[src/rtl/lsu_pkg.sv]
// Shared types and encodings for the load/store unit: FSM states,
// RISC-V load/store funct3 codes and byte-enable patterns.
package lsu_pkg;

    typedef enum logic [1:0] {
        IDLE,
        REQ,
        WAIT,
        DONE
    } lsu_state_e;

    localparam logic [2:0] F3_B  = 3'b000;
    localparam logic [2:0] F3_H  = 3'b001;
    localparam logic [2:0] F3_W  = 3'b010;
    localparam logic [2:0] F3_BU = 3'b100;
    localparam logic [2:0] F3_HU = 3'b101;

    localparam logic [3:0] BE_NONE    = 4'b0000;
    localparam logic [3:0] BE_BYTE    = 4'b0001;
    localparam logic [3:0] BE_HALF_LO = 4'b0011;
    localparam logic [3:0] BE_HALF_HI = 4'b1100;
    localparam logic [3:0] BE_WORD    = 4'b1111;

endpackage

[src/rtl/lsu_align.sv]
// Combinational lane logic: access decode, byte enables, store-lane
// replication and load extract/extend.
module lsu_align
    import lsu_pkg::*;
(
    input  logic        is_load,
    input  logic        is_store,
    input  logic [2:0]  funct3,
    input  logic [1:0]  addr_lo,
    input  logic [31:0] wdata,
    input  logic [31:0] mem_rdata,
    output logic [3:0]  be,
    output logic [31:0] wdata_lane,
    output logic [31:0] rdata_ext,
    output logic        illegal,
    output logic        misaligned
);

    logic [31:0] shifted;

    // NOTE: every always_comb output gets a default first, so no path can leave it unassigned and infer a latch.
    always_comb begin
        illegal = 1'b0;
        if (is_load == is_store) begin
            illegal = 1'b1;
        end else if (is_load) begin
            illegal = !(funct3 inside {F3_B, F3_H, F3_W, F3_BU, F3_HU});
        end else begin
            illegal = !(funct3 inside {F3_B, F3_H, F3_W});
        end
    end

    // funct3[1:0] encodes the access size for both loads and stores.
    always_comb begin
        misaligned = 1'b0;
        case (funct3[1:0])
            2'b01:   misaligned = addr_lo[0];
            2'b10:   misaligned = |addr_lo;
            default: misaligned = 1'b0;
        endcase
    end

    always_comb begin
        be         = BE_WORD;
        wdata_lane = wdata;
        if (is_store) begin
            case (funct3)
                F3_B: begin
                    be         = BE_BYTE << addr_lo;
                    wdata_lane = {4{wdata[7:0]}};
                end
                F3_H: begin
                    be         = addr_lo[1] ? BE_HALF_HI : BE_HALF_LO;
                    wdata_lane = {2{wdata[15:0]}};
                end
                default: begin
                    be         = BE_WORD;
                    wdata_lane = wdata;
                end
            endcase
        end
    end

    assign shifted = mem_rdata >> {addr_lo, 3'b000};

    always_comb begin
        rdata_ext = shifted;
        case (funct3)
            F3_B:    rdata_ext = {{24{shifted[7]}}, shifted[7:0]};
            F3_H:    rdata_ext = {{16{shifted[15]}}, shifted[15:0]};
            F3_BU:   rdata_ext = {24'b0, shifted[7:0]};
            F3_HU:   rdata_ext = {16'b0, shifted[15:0]};
            default: rdata_ext = shifted;
        endcase
    end

endmodule

[src/rtl/load_store_unit.sv]
// Memory stage: one req/gnt/rvalid transaction per load/store, stalling
// the core until the access completes, errors, or times out.
module load_store_unit
    import lsu_pkg::*;
#(
    parameter int TIMEOUT_CYCLES = 16
) (
    input  logic        clk,
    input  logic        rst_n,
    input  logic        valid_i,
    input  logic        is_load_i,
    input  logic        is_store_i,
    input  logic [2:0]  funct3_i,
    input  logic [31:0] addr_i,
    input  logic [31:0] wdata_i,
    output logic        stall_o,
    output logic        done_o,
    output logic        err_o,
    output logic [31:0] rdata_o,
    output logic        mem_req_o,
    output logic        mem_we_o,
    output logic [31:0] mem_addr_o,
    output logic [3:0]  mem_be_o,
    output logic [31:0] mem_wdata_o,
    input  logic        mem_gnt_i,
    input  logic        mem_rvalid_i,
    input  logic [31:0] mem_rdata_i
);

    localparam int CNT_W = (TIMEOUT_CYCLES > 1) ? $clog2(TIMEOUT_CYCLES) : 1;
    localparam logic [CNT_W-1:0] CNT_LAST = CNT_W'((TIMEOUT_CYCLES > 0) ? TIMEOUT_CYCLES - 1 : 0);

    lsu_state_e  state_q, state_d;
    logic [31:0] addr_q;
    logic [31:0] wdata_q;
    logic [2:0]  funct3_q;
    logic        is_load_q;
    logic        is_store_q;
    logic        err_q;
    logic [31:0] rdata_q;
    logic [CNT_W-1:0] cnt_q;

    logic        in_idle;
    logic        a_is_load, a_is_store;
    logic [2:0]  a_funct3;
    logic [1:0]  a_addr_lo;
    logic [31:0] a_wdata;
    logic [3:0]  be;
    logic [31:0] wdata_lane;
    logic [31:0] rdata_ext;
    logic        illegal, misaligned;
    logic        timeout, complete;

    // In IDLE the decoder sees the live instruction; afterwards the latched copy.
    assign in_idle    = (state_q == IDLE);
    assign a_is_load  = in_idle ? is_load_i  : is_load_q;
    assign a_is_store = in_idle ? is_store_i : is_store_q;
    assign a_funct3   = in_idle ? funct3_i   : funct3_q;
    assign a_addr_lo  = in_idle ? addr_i[1:0] : addr_q[1:0];
    assign a_wdata    = in_idle ? wdata_i    : wdata_q;

    lsu_align u_align (
        .is_load    (a_is_load),
        .is_store   (a_is_store),
        .funct3     (a_funct3),
        .addr_lo    (a_addr_lo),
        .wdata      (a_wdata),
        .mem_rdata  (mem_rdata_i),
        .be         (be),
        .wdata_lane (wdata_lane),
        .rdata_ext  (rdata_ext),
        .illegal    (illegal),
        .misaligned (misaligned)
    );

    assign timeout  = (TIMEOUT_CYCLES != 0) && (cnt_q == CNT_LAST);
    assign complete = ((state_q == REQ) && mem_gnt_i && mem_rvalid_i) ||
                      ((state_q == WAIT) && mem_rvalid_i);

    // Bus outputs exist only in REQ, so reset or any other state forces them to 0.
    always_comb begin
        state_d     = state_q;
        stall_o     = 1'b0;
        done_o      = 1'b0;
        err_o       = 1'b0;
        rdata_o     = '0;
        mem_req_o   = 1'b0;
        mem_we_o    = 1'b0;
        mem_addr_o  = '0;
        mem_be_o    = BE_NONE;
        mem_wdata_o = '0;
        case (state_q)
            IDLE: begin
                stall_o = valid_i;
                if (valid_i) state_d = (illegal || misaligned) ? DONE : REQ;
            end
            REQ: begin
                stall_o     = 1'b1;
                mem_req_o   = 1'b1;
                mem_we_o    = is_store_q;
                mem_addr_o  = {addr_q[31:2], 2'b00};
                mem_be_o    = be;
                mem_wdata_o = wdata_lane;
                if (complete || timeout) state_d = DONE;
                else if (mem_gnt_i)      state_d = WAIT;
            end
            WAIT: begin
                stall_o = 1'b1;
                if (complete || timeout) state_d = DONE;
            end
            DONE: begin
                done_o  = 1'b1;
                err_o   = err_q;
                rdata_o = rdata_q;
                state_d = IDLE;
            end
            default: state_d = IDLE;
        endcase
    end

    // NOTE: the latched operands are reset along with the state so nothing stale can leak onto outputs after reset.
    // NOTE: sequential state is updated with <= so every register samples pre-edge values regardless of statement order.
    always_ff @(posedge clk or negedge rst_n) begin
        if (!rst_n) begin
            state_q    <= IDLE;
            addr_q     <= '0;
            wdata_q    <= '0;
            funct3_q   <= '0;
            is_load_q  <= 1'b0;
            is_store_q <= 1'b0;
            err_q      <= 1'b0;
            rdata_q    <= '0;
            cnt_q      <= '0;
        end else begin
            state_q <= state_d;
            case (state_q)
                IDLE: begin
                    if (valid_i) begin
                        addr_q     <= addr_i;
                        wdata_q    <= wdata_i;
                        funct3_q   <= funct3_i;
                        is_load_q  <= is_load_i;
                        is_store_q <= is_store_i;
                        err_q      <= illegal || misaligned;
                        rdata_q    <= '0;
                        cnt_q      <= '0;
                    end
                end
                REQ, WAIT: begin
                    cnt_q <= cnt_q + CNT_W'(1);
                    if (complete) begin
                        err_q   <= 1'b0;
                        rdata_q <= is_load_q ? rdata_ext : '0;
                    end else if (timeout) begin
                        err_q   <= 1'b1;
                        rdata_q <= '0;
                    end
                end
                default: cnt_q <= '0;
            endcase
        end
    end

endmodule

[config.mk]
export PLATFORM = sky130hd
export DESIGN_NAME = load_store_unit
export DESIGN_NICKNAME = d
export VERILOG_FILES = /design/src/rtl/lsu_pkg.sv /design/src/rtl/lsu_align.sv /design/src/rtl/load_store_unit.sv
export SDC_FILE = /design/constraint.sdc
export NUM_CORES = 1
export LEC_CHECK = 0
export CORE_UTILIZATION = 44
export DETAILED_ROUTE_END_ITERATION = 7
export GPL_TIMING_DRIVEN = 0
export PLACE_DENSITY = 0.76
export SYNTH_ARGS = -nofsm -noshare
export SYNTH_HDL_FRONTEND = slang
export SYNTH_SLANG_ARGS = --single-unit
[constraint.sdc]
create_clock -name clk -period 3.8 [get_ports clk]
set_input_delay 0.38 -clock clk [delete_from_list [all_inputs] [get_ports clk]]
set_output_delay 0.38 -clock clk [all_outputs]
set_load 0.02 [all_outputs]
Word level (Yosys, flattened, before mapping)
Cells that the tools add are included.
W data, S select, Z words.

storage, ports and cells
  flip-flop bits (word level) = 108
  word-level logic and storage cells = 85
  bits of input ports = 106

operators by class
  shift operators = 2
  add/subtract/negate cells = 1
  reductions and logical operators = 18
  eq/ne operators = 15
  mux-type cells = 40

operators by type and width
  cell                   count
  $mux W32               9
  $pmux W32 S2           2
  $pmux W32 S4           1
  $shr A32 B5 Y32        1
  $mux W4                4
  $pmux W4 S2            2
  $mux W2                6
  $mux W1                11
  $pmux W2 S4            1
  $eq A2 B2 Y1 const B   3
  $eq A3 B3 Y1 const B   2
  $pmux W1 S2            3
  $reduce_and A3 Y1      2
  $reduce_bool A5 Y1     1
  $add A4 B1 Y4 const B  1
  $eq A2 B1 Y1 const B   2
  $eq A4 B4 Y1 const B   1
  $reduce_or A2 Y1       2
  $shl A1 B2 Y4 const A  1
  $eq A3 B1 Y1 const B   1
  $eq A3 B2 Y1 const B   1
  $logic_and A1 B1 Y1    3
  $logic_not A3 Y1       1
  $logic_or A1 B1 Y1     3
  11 further kinds       12

Logic depth before layout (Yosys ltp)
Gate-level depths: netlist of the first run.

  depth in word-level cells = 11
  depth in mapped cells = 14
  mapped depth without buffers = 9

Modules after synthesis
From an unflattened synthesis of the first run, not the netlist that was laid out.

unflattened totals
  cell total of the unflattened synthesis = 613
  area total of the unflattened synthesis = 6687.7 µm²

by module, submodules not included
  module           area each (µm²)  cells each  times used
  load_store_unit  5345.1           432         1
  lsu_align        1342.5           181         1

Least setup slack after synthesis of the first run
No wires, ideal clock.

  kind = register to output
  start = register state_q[0]
  end = output mem_wdata_o[30]
  data required time = 3.420 ns
  stages on the path, launching flop included = 14
  setup slack = -0.018 ns
  arrival = 3.438 ns
  path through = dfrtp_1 > inv_1 > ha_1 > buf_6 > buf_2 > buf_2 > buf_2 > mux2_2 > ha_1 > clkbuf_1 > o22ai_1 > clkbuf_1 > nor2_1 > a211oi_1

on the way
  cells in the longest elaborated chain, start to end = 6
  elaborated cells between the ends (all ways) = 10

ends and longest elaborated chain
  element                                                  RTL line                source
  start: declaration                                       load_store_unit.sv:33   lsu_state_e state_q, state_d;
  start signal: assignment                                 load_store_unit.sv:135  state_q <= state_d;
  $logic_not A2 Y1                                         load_store_unit.sv:55   assign in_idle = (state_q == IDLE);
  $mux W3                                                  load_store_unit.sv:58   assign a_funct3 = in_idle ? funct3_i : funct3_q;
  $eq A3 B1 Y1 / $logic_not A3 Y1 (equally long branches)  lsu_align.sv:47         case (funct3)
  $pmux W32 S2                                             lsu_align.sv:47
  $mux W32                                                 lsu_align.sv:46         if (is_store) begin
  $mux W32 (*)                                             load_store_unit.sv:92   case (state_q)
  end: declaration                                         load_store_unit.sv:24   output logic [31:0] mem_wdata_o,

Mark *: on every way between the ends. The rest lies on a longest branch, timed or not.

Final worst setup path of the first run
  start = register state_q[0]
  end = output mem_wdata_o[11]

Same word-level chain as after synthesis.

==> key figures, run 1 <==
Placed design
  – DP Worst Slack: -1.08 ns
  – IO buf count: 208
  – Placed insts: 1010
  – Gp weighted congestion: 0.916
  – Post-DP HPWL: 15100 um

Power and ir drop
  – Leakage power: 3.79 nW
  – Power Density: 833 nW/um^2
  – Peak VDD IR: 0.000487 V

Critical path
  – CP max FO: 19
  – Top cell family by delay on the critical path: buffers and inverters
  – Critical Path RT: 3.42 ns
  – CP bufs+invs: 6
  – CP startpoint kind: register
  – Cell repeated most along the worst path: buf_8
  – Crit end category: output port
  – WS Path Type: register to output port
  – Worst stage delay on the critical path: 0.41 ns
  – Crit path max-delay cell type: dfrtp_1
  – Data arrival, critical path: 3.28 ns
  – Crit path cell chain: inv_2 > ha_4 > buf_12 > buf_8 > buf_8 > mux2_2 > ha_2 > o22ai_2 > clkbuf_8 > o21ai_0 > a21oi_1 > clkdlybuf4s15_1

Run
  – Total of max-cap violations: 0

Routing
  – Drc violations: 0
  – Vias/cell: 5.66
  – DR pass1 iterations: 5
  – Final antenna-violating net count: 0
  – Via count: 5795
  – Routed length per instance: 19.5 um
  – Final WL: 20000 um
  – 1st-iter DRT viols: 415

Floorplanning
  – FP Rows: 43
  – Initial Util: 0.453
  – Die ar.: 14800 um^2
  – Chip width: 122 um
  – Die H: 122 um
  – Area of the core: 13900 um^2
  – Io pins: 211

Synth
  – Synth unique cells: 53
  – Ys async rst share: 1.00
  – Synth Instances: 620
  – Mapped Avg Cell Area: 10.2 um^2
  – Synth Register Bits: 108
  – Synth Cell Area: 6310 um^2
  – Ys Warns: 0
  – Number of synthesized flops with an enable pin: 0
  – Top_reg_cell synth: dfrtp_1
  – Seq/Total Area, Yosys: 0.428

STA
  – Final Hold Viols: 0
  – Final Cycle Share: 0.963
  – RSZ-0062 raised after global routing: false
  – Max-slew headroom: 0.470
  – Slew Limit Fails: 0
  – Worst Max-Slew Pin Slew: 0.796 ns
  – Setup TNS: 0 ns
  – # setup viols final: 0
  – Fin crit period: 3.66 ns
  – Hold Slack: 0.0546 ns
  – Skew final: 0.00976 ns
  – Final worst setup slack: 0.141 ns
  – Fmax: 0.273 GHz

Layout
  – Layout cells sized above 1: 0.177
  – Ant diodes: 0
  – Commonest non-fill, non-tap cell in the layout: clkdlybuf4s50_1
  – Most frequent cells in the layout: clkdlybuf4s50_1 (179), dfrtp_1 (107), mux2_2 (69)
  – Final Util: 0.645
  – Area grow syn2layout: 42.3%
  – Layout net count: 954
  – Non-filler instance count after layout: 1024

GRT
  – Global Route Usage Sum: 0.277
  – Antenna violations before repair: 0
  – Number of global-route vias before repair: 5988
  – Largest net degree at the start of global routing: 62
  – First-pass GRT wire length: 31300 um
  – Grt total ovfl: 0

Run status
  – Outcome: finished, final reports clean

Clocking
  – Longest Clk Path Bufs: 2
  – Clk root buf: clkbuf_16
  – CTS buffer count: 9
  – CTS H-Tree Depth: 3
  – Clk sinks: 108
  – Worst-path clk slew: 0.07 ns
  – Clock latency on the worst-skew pair: 0.35 ns
  – CTS tree: yes
  – Hold Buf Count CTS: 0

Hold path
  – Hold WC Path Type: primary input to asynchronous set/reset pin
[worst paths after layout]
check / start / to / slack, ns / cells past startpoint
min in group clk: rdata_q[10]$_DFFE_PN0P_ / rdata_q[10]$_DFFE_PN0P_ / 0.49 / 2
worst min register to register: rdata_q[10]$_DFFE_PN0P_ / rdata_q[10]$_DFFE_PN0P_ / 0.49 / 2
worst max-delay path: state_q[0]$_DFFE_PN0P_ / mem_wdata_o[11] / 0.14 / 12
worst max register to register: state_q[0]$_DFFE_PN0P_ / rdata_q[30]$_DFFE_PN0P_ / 0.67 / 13
max in group asynchronous: rst_n / addr_q[23]$_DFFE_PN0P_ / 3.02 / 2
worst min-delay path: rst_n / rdata_q[27]$_DFFE_PN0P_ / 0.05 / 1
[cells by family (layout without fill, tap and decap cells)]
logic type	Yosys count	in the layout	share of synthesized area
other	1	2	0.000594
buffers and inverters	53	276	0.0382
adder cells (fa/ha/maj)	8	8	0.0159
flip-flops	108	108	0.428
multiplexers	120	120	0.206
XOR/XNOR	2	2	0.00277
AO/OA/AOI/OAI	138	138	0.153
AND/OR/NAND/NOR	190	190	0.155
[sequential cells by signal, summed over array words and instances, names as in the netlist]
name        cells
wdata_q        32
addr_q         32
err_q           1
is_load_q       1
cnt_q           4
rdata_q        32
state_q         2
is_store_q      1
funct3_q        3
[area by class of cell]
type / count / area (um^2)
repair buffers: 210 / 2050
fillers: 1150 / 4950
multi-input cells: 460 / 3450
clock buffers: 9 / 225
flip-flops and latches: 108 / 2700
clock inverters: 6 / 41.3
plain buffers: 41 / 250
well taps: 180 / 225
inverters: 10 / 37.5
[routing by layer]
metal | vias up | track usage | wire length (um)
li1 | 2645 | - | -
met1 | 2837 | 0.346 | 8270
met2 | 287 | 0.456 | 9590
met3 | 26 | 0.0679 | 1740
met4 | 0 | 0.117 | 369
met5 | - | 0 | 0
[synth_stat cells, types with 11 or more instances]
cell type | count | share of area
nor2_1 | 37 | 0.022
dfrtp_1 | 108 | 0.43
mux2i_1 | 49 | 0.078
o21ai_0 | 32 | 0.025
a21oi_1 | 19 | 0.015
mux2_2 | 69 | 0.12
nor2b_1 | 11 | 0.011
buf_2 | 13 | 0.010
a22o_1 | 19 | 0.026
a211oi_1 | 18 | 0.021
and2_1 | 67 | 0.066
nand2_1 | 53 | 0.032
clkbuf_1 | 23 | 0.014
[stage by stage]
step / area, um^2 / power, mW
after global routing: 8990 / 7.98
after CTS: 9020 / 7.47
after floorplan: 6320 / 4.83
after global placement: 8630 / 6.33
final: 8990 / 7.49
after detailed placement: 8650 / 6.49
[report_power, final]
part | leakage, nW | total [mW] | switching [mW] | internal [mW]
Clock | 0.124 | 0.879 | 0.438 | 0.441
Combinational | 2.32 | 4.67 | 2.65 | 2.02
Sequential | 1.35 | 1.95 | 0.294 | 1.65
Total | 3.79 | 7.49 | 3.38 | 4.11
[what timing repair did]
action                     CTS  global route
pin swaps                    4             3
setup endpoints to repair   46            28
setup buffers                1             0
gates resized for setup     91            28
Note: power is estimated with default switching activity, not from simulation.
==> run 2: changes to the inputs <==
CORE_UTILIZATION = 45   (was 44)
HOLD_SLACK_MARGIN = 0.03   (was unset)
PLACE_DENSITY = 0.78   (was 0.76)
==> key figures, run 2 (synthesized netlist as in run 1, its figures left out) <==
Critical path
  – Stages on worst setup path: 13 (+1)
  – CP max FO: 19 (unchanged)
  – Reg-to-Reg End: rdata_q[26]$_DFFE_PN0P_
  – Data arrival, critical path: 3.31 ns (+0.03 ns)
  – FF-to-FF setup slack: 0.59 ns (-0.08 ns)
  – CP bufs+invs: 7 (+1)
  – CP startpoint kind: register
  – CP Launch Point: state_q[0]$_DFFE_PN0P_
  – End point of the critical path: mem_wdata_o[22]
  – Crit path max-delay cell type: dfrtp_1
  – Worst Reg2Reg Path Length in Cells: 13 (unchanged)
  – Worst stage delay on the critical path: 0.41 ns (about the same)
  – Crit end category: output port
  – Crit path cell chain: inv_2 > ha_2 > buf_6 > buf_12 > buf_8 > mux2_2 > inv_2 > ha_4 > o22a_1 > buf_8 > a211oi_1 > a211oi_1 > buf_2
  – WS Path Type: register to output port
  – R2R Path Start: state_q[0]$_DFFE_PN0P_
  – Top cell family by delay on the critical path: buffers and inverters
  – Critical Path RT: 3.42 ns (about the same)

Routing
  – Met3 wire len: 1740 um (about the same)
  – Via count: 5848 (+0.91%)
  – DR WL met2: 9380 um (-2.3%)
  – Vias/cell: 5.71 (+0.82%)
  – Routed length per instance: 19.5 um (about the same)
  – M1 wire length: 8370 um (+1.2%)
  – Final WL: 20000 um (+0.18%)
  – DR pass1 iterations: 5 (unchanged)
  – DR top layer: met4
  – Final antenna-violating net count: 0 (unchanged)
  – 1st-iter DRT viols: 419 (+0.96%)
  – Drc violations: 0 (unchanged)

GRT
  – Global Route Usage Sum: 0.283 (+0.00544)
  – Largest net degree at the start of global routing: 71 (+15%)
  – Grt total ovfl: 0 (unchanged)
  – Number of global-route vias before repair: 6053 (+1.1%)
  – First-pass GRT wire length: 31800 um (+1.6%)
  – Antenna violations before repair: 0 (unchanged)

Placed design
  – DP Worst Slack: -1.14 ns (-0.0602 ns)
  – IO buf count: 208 (unchanged)
  – Gp weighted congestion: 0.902 (-1.6%)
  – Post-DP Area: 8650 um^2 (about the same)
  – Post-DP HPWL: 14900 um (-1.8%)

Power and ir drop
  – Power Density: 841 nW/um^2 (+0.92%)
  – Peak VDD IR: 0.000467 V (-4.1%)
  – Leakage power: 3.81 nW (+0.36%)

Floorplanning
  – Die ar.: 14500 um^2 (-2.2%)
  – Die H: 120 um (-1.1%)
  – Initial Util: 0.469 (+0.0162)
  – Io pins: 211 (unchanged)
  – Area of the core: 13500 um^2 (-3.5%)
  – Chip width: 120 um (-1.1%)
  – FP Rows: 42 (-2.3%)

Layout
  – Ant diodes: 0 (unchanged)
  – Area grow syn2layout: 42.7%
  – Top flop regs: addr_q (32), rdata_q (32), wdata_q (32)
  – Commonest non-fill, non-tap cell in the layout: clkdlybuf4s50_1
  – Most frequent cells in the layout: clkdlybuf4s50_1 (179), dfrtp_1 (108), mux2_2 (69)
  – Layout cells sized above 1: 0.184 (+0.00721)
  – Layout net count: 958 (+0.42%)
  – Fillers: 1079 (-6.2%)
  – Final Cell Area: 9010 um^2 (+0.26%)

STA
  – Max-slew headroom: 0.516 (+0.0464)
  – Final Hold Viols: 0 (unchanged)
  – Fmax: 0.271 GHz (-0.82%)
  – Slew Limit Fails: 0 (unchanged)
  – RSZ-0062 raised after global routing: false
  – Skew final: 0.00767 ns (-0.00209 ns)
  – Final Cycle Share: 0.971 (+0.00800)
  – Worst Max-Slew Pin Slew: 0.726 ns (-0.0696 ns)
  – # setup viols final: 0 (unchanged)
  – Fin crit period: 3.69 ns (+0.0304 ns)
  – Final worst setup slack: 0.110 ns (-0.0304 ns)

Clocking
  – Longest Clk Path Bufs: 2 (unchanged)
  – CTS H-Tree Depth: 3 (unchanged)
  – Clk root buf: clkbuf_16
  – CTS tree: yes
  – Clock latency on the worst-skew pair: 0.35 ns (about the same)
  – CTS buffer count: 9 (unchanged)
  – Clk sinks: 108 (unchanged)
  – Worst-path clk slew: 0.08 ns (about the same)

Hold path
  – Hold WC Path Type: register to register

Run status
  – Outcome: finished, final reports clean

Run
  – Total of max-cap violations: 0 (unchanged)
==> run 2: power by group <==
group / switching [mW] / total, mW / internal [mW]
logic: 2.68 / 4.71 / 2.04
registers: 0.288 / 1.94 / 1.65
clock network: 0.474 / 0.929 / 0.455
==> run 2: worst min path at each step <==
stage                                  from                 endpoint  slack, ns  depth (start not counted)
floorplan                             rst_n    addr_q[0]$_DFFE_PN0P_       0.08                          0
global placement     rdata_q[9]$_DFFE_PN0P_   rdata_q[9]$_DFFE_PN0P_       0.47                          2
detailed placement                    rst_n  rdata_q[31]$_DFFE_PN0P_       0.40                          1
CTS                 rdata_q[11]$_DFFE_PN0P_  rdata_q[11]$_DFFE_PN0P_       0.49                          2
global route        wdata_q[20]$_DFFE_PN0P_  wdata_q[20]$_DFFE_PN0P_       0.52                          1
finish              rdata_q[11]$_DFFE_PN0P_  rdata_q[11]$_DFFE_PN0P_       0.49                          2
==> run 2: per-stage QoR <==
| stage | std cells | utilization | power, mW | setup TNS (ns) | hold slack (ns) |
|---|---|---|---|---|---|
| 2_1_floorplan | 621 | - | 4.83 | -0.0366 | 0.0844 |
| 3_3_place_gp | 1005 | 0.641 | 6.32 | -215.52 | 0.466 |
| 3_5_place_dp | 1006 | 0.643 | 6.47 | -28.33 | 0.399 |
| 4_1_cts | 1023 | 0.670 | 7.49 | 0 | 0.489 |
| 5_1_grt | 1025 | 0.670 | 8.04 | 0 | 0.515 |
| 6_report | 1025 | 0.670 | 7.58 | 0 | 0.488 |
==> run 2: cell type report <==
type | instances | area (um^2) | area share
clock inverters | 7 | 58.8 | 0.00653
repair buffers | 214 | 2060 | 0.228
inverters | 10 | 37.5 | 0.00416
multi-input cells | 460 | 3460 | 0.384
well taps | 176 | 220 | 0.0244
plain buffers | 41 | 249 | 0.0276
clock buffers | 9 | 225 | 0.0250
flip-flops and latches | 108 | 2700 | 0.300
==> run 2: worst min-delay path, cell delays in order, from the launching register on <==
cell and delay (ns):
dfrtp_1 0.35, nand2_1 0.04, o21ai_0 0.06
==> run 2: timing repair <==
item                                   in CTS  in global routing
pin swaps                                   4                  2
hold buffers                                1                  0
resized for setup                         117                 17
cloned                                      0                  0
endpoints found under the hold margin       2                  0
setup buffers                               1                  3
setup endpoints to repair                  44                 28
==> run 2: per-layer routing <==
layer / GRT usage / vias to the layer above
li1: - / 2661
met1: 0.355 / 2867
met2: 0.468 / 281
met3: 0.0712 / 39
met4: 0.108 / 0
met5: 0 / -
==> run 3: changes to the inputs <==
CORE_UTILIZATION = 47   (was 45)
PLACE_DENSITY = 0.81   (was 0.78)
==> key figures, run 3 (synthesized netlist as in run 1, its figures left out) <==
Run status
  – Outcome: finished, final reports clean

Critical path
  – R2R Path Start: state_q[1]$_DFFE_PN0P_
  – Crit path cell chain: inv_1 > ha_2 > buf_12 > buf_8 > buf_6 > mux2_2 > inv_1 > ha_4 > o22a_1 > buf_6 > a211oi_2 > a211oi_1 > buf_2
  – FF-to-FF setup slack: 0.52 ns (-0.07 ns)
  – Reg-to-Reg End: rdata_q[31]$_DFFE_PN0P_
  – CP bufs+invs: 7 (unchanged)
  – Crit path max-delay cell type: dfrtp_2
  – Data arrival, critical path: 3.33 ns (+0.02 ns)
  – Crit end category: output port
  – WS Path Type: register to output port
  – Top cell family by delay on the critical path: buffers and inverters
  – Worst Reg2Reg Path Length in Cells: 13 (unchanged)
  – CP startpoint kind: register
  – Worst stage delay on the critical path: 0.44 ns (+0.03 ns)
  – Critical Path RT: 3.42 ns (about the same)
  – CP max FO: 19 (unchanged)

Layout
  – Commonest non-fill, non-tap cell in the layout: clkdlybuf4s50_1
  – Area grow syn2layout: 41.9%
  – Most frequent cells in the layout: clkdlybuf4s50_1 (179), dfrtp_1 (107), mux2_2 (69)
  – Fillers: 983 (-8.9%)
  – Layout net count: 953 (-0.52%)
  – Layout cells sized above 1: 0.181 (-0.00247)
  – Top flop regs: addr_q (32), rdata_q (32), wdata_q (32)
  – Ant diodes: 0 (unchanged)
  – Multi-input gate area: 3450 um^2 (-0.29%)
  – Register area: 2700 um^2 (about the same)

Clocking
  – Worst-path clk slew: 0.07 ns (about the same)
  – Clk root buf: clkbuf_16
  – CTS tree: yes
  – CTS H-Tree Depth: 3 (unchanged)
  – Clock latency on the worst-skew pair: 0.35 ns (about the same)
  – Hold Buf Count CTS: 0 (-1)
  – Longest Clk Path Bufs: 2 (unchanged)
  – Clk sinks: 108 (unchanged)
  – CTS buffer count: 9 (unchanged)

GRT
  – Number of global-route vias before repair: 6083 (+0.50%)
  – Grt total ovfl: 0 (unchanged)
  – Global Route Usage Sum: 0.289 (+0.00649)
  – Antenna violations before repair: 0 (unchanged)
  – Largest net degree at the start of global routing: 56 (-21%)
  – First-pass GRT wire length: 31500 um (-0.85%)

STA
  – Setup TNS: 0 ns (unchanged)
  – Final Cycle Share: 0.975 (+0.00432)
  – Max-slew headroom: 0.481 (-0.0352)
  – Final Hold Viols: 0 (unchanged)
  – Fmax: 0.270 GHz (-0.44%)
  – Final worst setup slack: 0.0937 ns (-0.0164 ns)
  – Slew Limit Fails: 0 (unchanged)
  – Worst Max-Slew Pin Slew: 0.779 ns (+0.0527 ns)
  – RSZ-0062 raised after global routing: true
  – Fin crit period: 3.71 ns (+0.0164 ns)
  – # setup viols final: 0 (unchanged)
  – Skew final: 0.00452 ns (-0.00315 ns)

Routing
  – Drc violations: 0 (unchanged)
  – Via count: 5803 (-0.77%)
  – DR pass1 iterations: 5 (unchanged)
  – Final WL: 19800 um (-1.1%)
  – Final antenna-violating net count: 0 (unchanged)
  – 1st-iter DRT viols: 405 (-3.3%)
  – Vias/cell: 5.71 (+0.11%)
  – Routed length per instance: 19.5 um (-0.22%)

Floorplanning
  – Die ar.: 13900 um^2 (-4.2%)
  – Chip width: 118 um (-2.1%)
  – FP Rows: 41 (-2.4%)
  – Initial Util: 0.490 (+0.0210)
  – Die H: 118 um (-2.1%)
  – Area of the core: 12900 um^2 (-4.3%)
  – Io pins: 211 (unchanged)

Power and ir drop
  – Power Density: 850 nW/um^2 (+1.1%)
  – Leakage power: 3.81 nW (about the same)
  – Peak VDD IR: 0.000463 V (-1.0%)

Placed design
  – Gp weighted congestion: 0.919 (+1.9%)
  – IO buf count: 208 (unchanged)
  – DP Worst Slack: -0.990 ns (+0.153 ns)
  – Post-DP HPWL: 14900 um (about the same)

Run
  – Total of max-cap violations: 0 (unchanged)

Hold path
  – Hold WC Path Type: primary input to asynchronous set/reset pin
-- run 3: cell count changes in the layout (fill, tap and decap cells not counted), sizes merged --
| cell | before | now |
|---|---|---|
| bufinv | 0 | 2 |
| buf | 39 | 36 |
| clkbuf | 35 | 41 |
| clkinvlp | 4 | 0 |
| clkinv | 0 | 3 |
| dlygate4sd2 | 4 | 3 |
| dlygate4sd3 | 1 | 0 |
| inv | 13 | 11 |
| clkdlybuf4s15 | 6 | 1 |
-- run 3: worst max path at each step --
| stage | from | endpoint | slack (ns) | cells past startpoint |
|---|---|---|---|---|
| floorplan | state_q[0]$_DFFE_PN0P_ | mem_wdata_o[30] | -0.02 | 13 |
| global placement | rst_n | wdata_q[7]$_DFFE_PN0P_ | -1.81 | 1 |
| global route | state_q[0]$_DFFE_PN0P_ | mem_wdata_o[22] | -0.02 | 13 |
| detailed placement | state_q[0]$_DFFE_PN0P_ | mem_wdata_o[8] | -0.99 | 14 |
| finish | state_q[1]$_DFFE_PN0P_ | mem_wdata_o[22] | 0.09 | 13 |
| CTS | state_q[0]$_DFFE_PN0P_ | mem_wdata_o[8] | 0.002 | 12 |
-- run 3: per-stage QoR --
| stage | power (mW) | hold WS [ns] | cell area [um^2] | instances | util |
|---|---|---|---|---|---|
| 2_1_floorplan | 4.83 | 0.0844 | 6320 | 621 | - |
| 3_3_place_gp | 6.32 | 0.467 | 8620 | 1001 | 0.669 |
| 3_5_place_dp | 6.48 | 0.467 | 8640 | 1002 | 0.671 |
| 4_1_cts | 7.53 | 0.0998 | 9000 | 1016 | 0.699 |
| 5_1_grt | 8.07 | 0.147 | 8960 | 1016 | 0.696 |
| 6_report | 7.62 | 0.0793 | 8960 | 1016 | 0.696 |
-- run 3: final cells by class --
type | instances | share of cell area
inverters | 10 | 0.00419
flip-flops and latches | 108 | 0.302
clock inverters | 6 | 0.00978
clock buffers | 10 | 0.0256
repair buffers | 209 | 0.222
well taps | 172 | 0.0240
multi-input cells | 460 | 0.385
plain buffers | 41 | 0.0274
-- run 3: repair_timing --
action | 4_1_cts | 5_1_grt
setup endpoints to repair | 44 | 28
pin swaps | 6 | 2
setup buffers | 0 | 0
cloned | 0 | 0
resized for setup | 96 | 46
-- run 3: power breakdown --
| part | internal, mW | leakage, nW | switching [mW] |
|---|---|---|---|
| clock | 0.580 | 0.157 | 0.442 |
| combinational | 1.98 | 2.30 | 2.66 |
| sequential | 1.65 | 1.35 | 0.292 |
| total | 4.22 | 3.81 | 3.40 |
-- run 3: routing by layer --
layer	share of wire	up-vias	global-route usage
li1	-	2652	-
met1	0.41	2826	0.358
met2	0.47	291	0.465
met3	0.095	34	0.0921
met4	0.022	0	0.116
met5	0	-	0
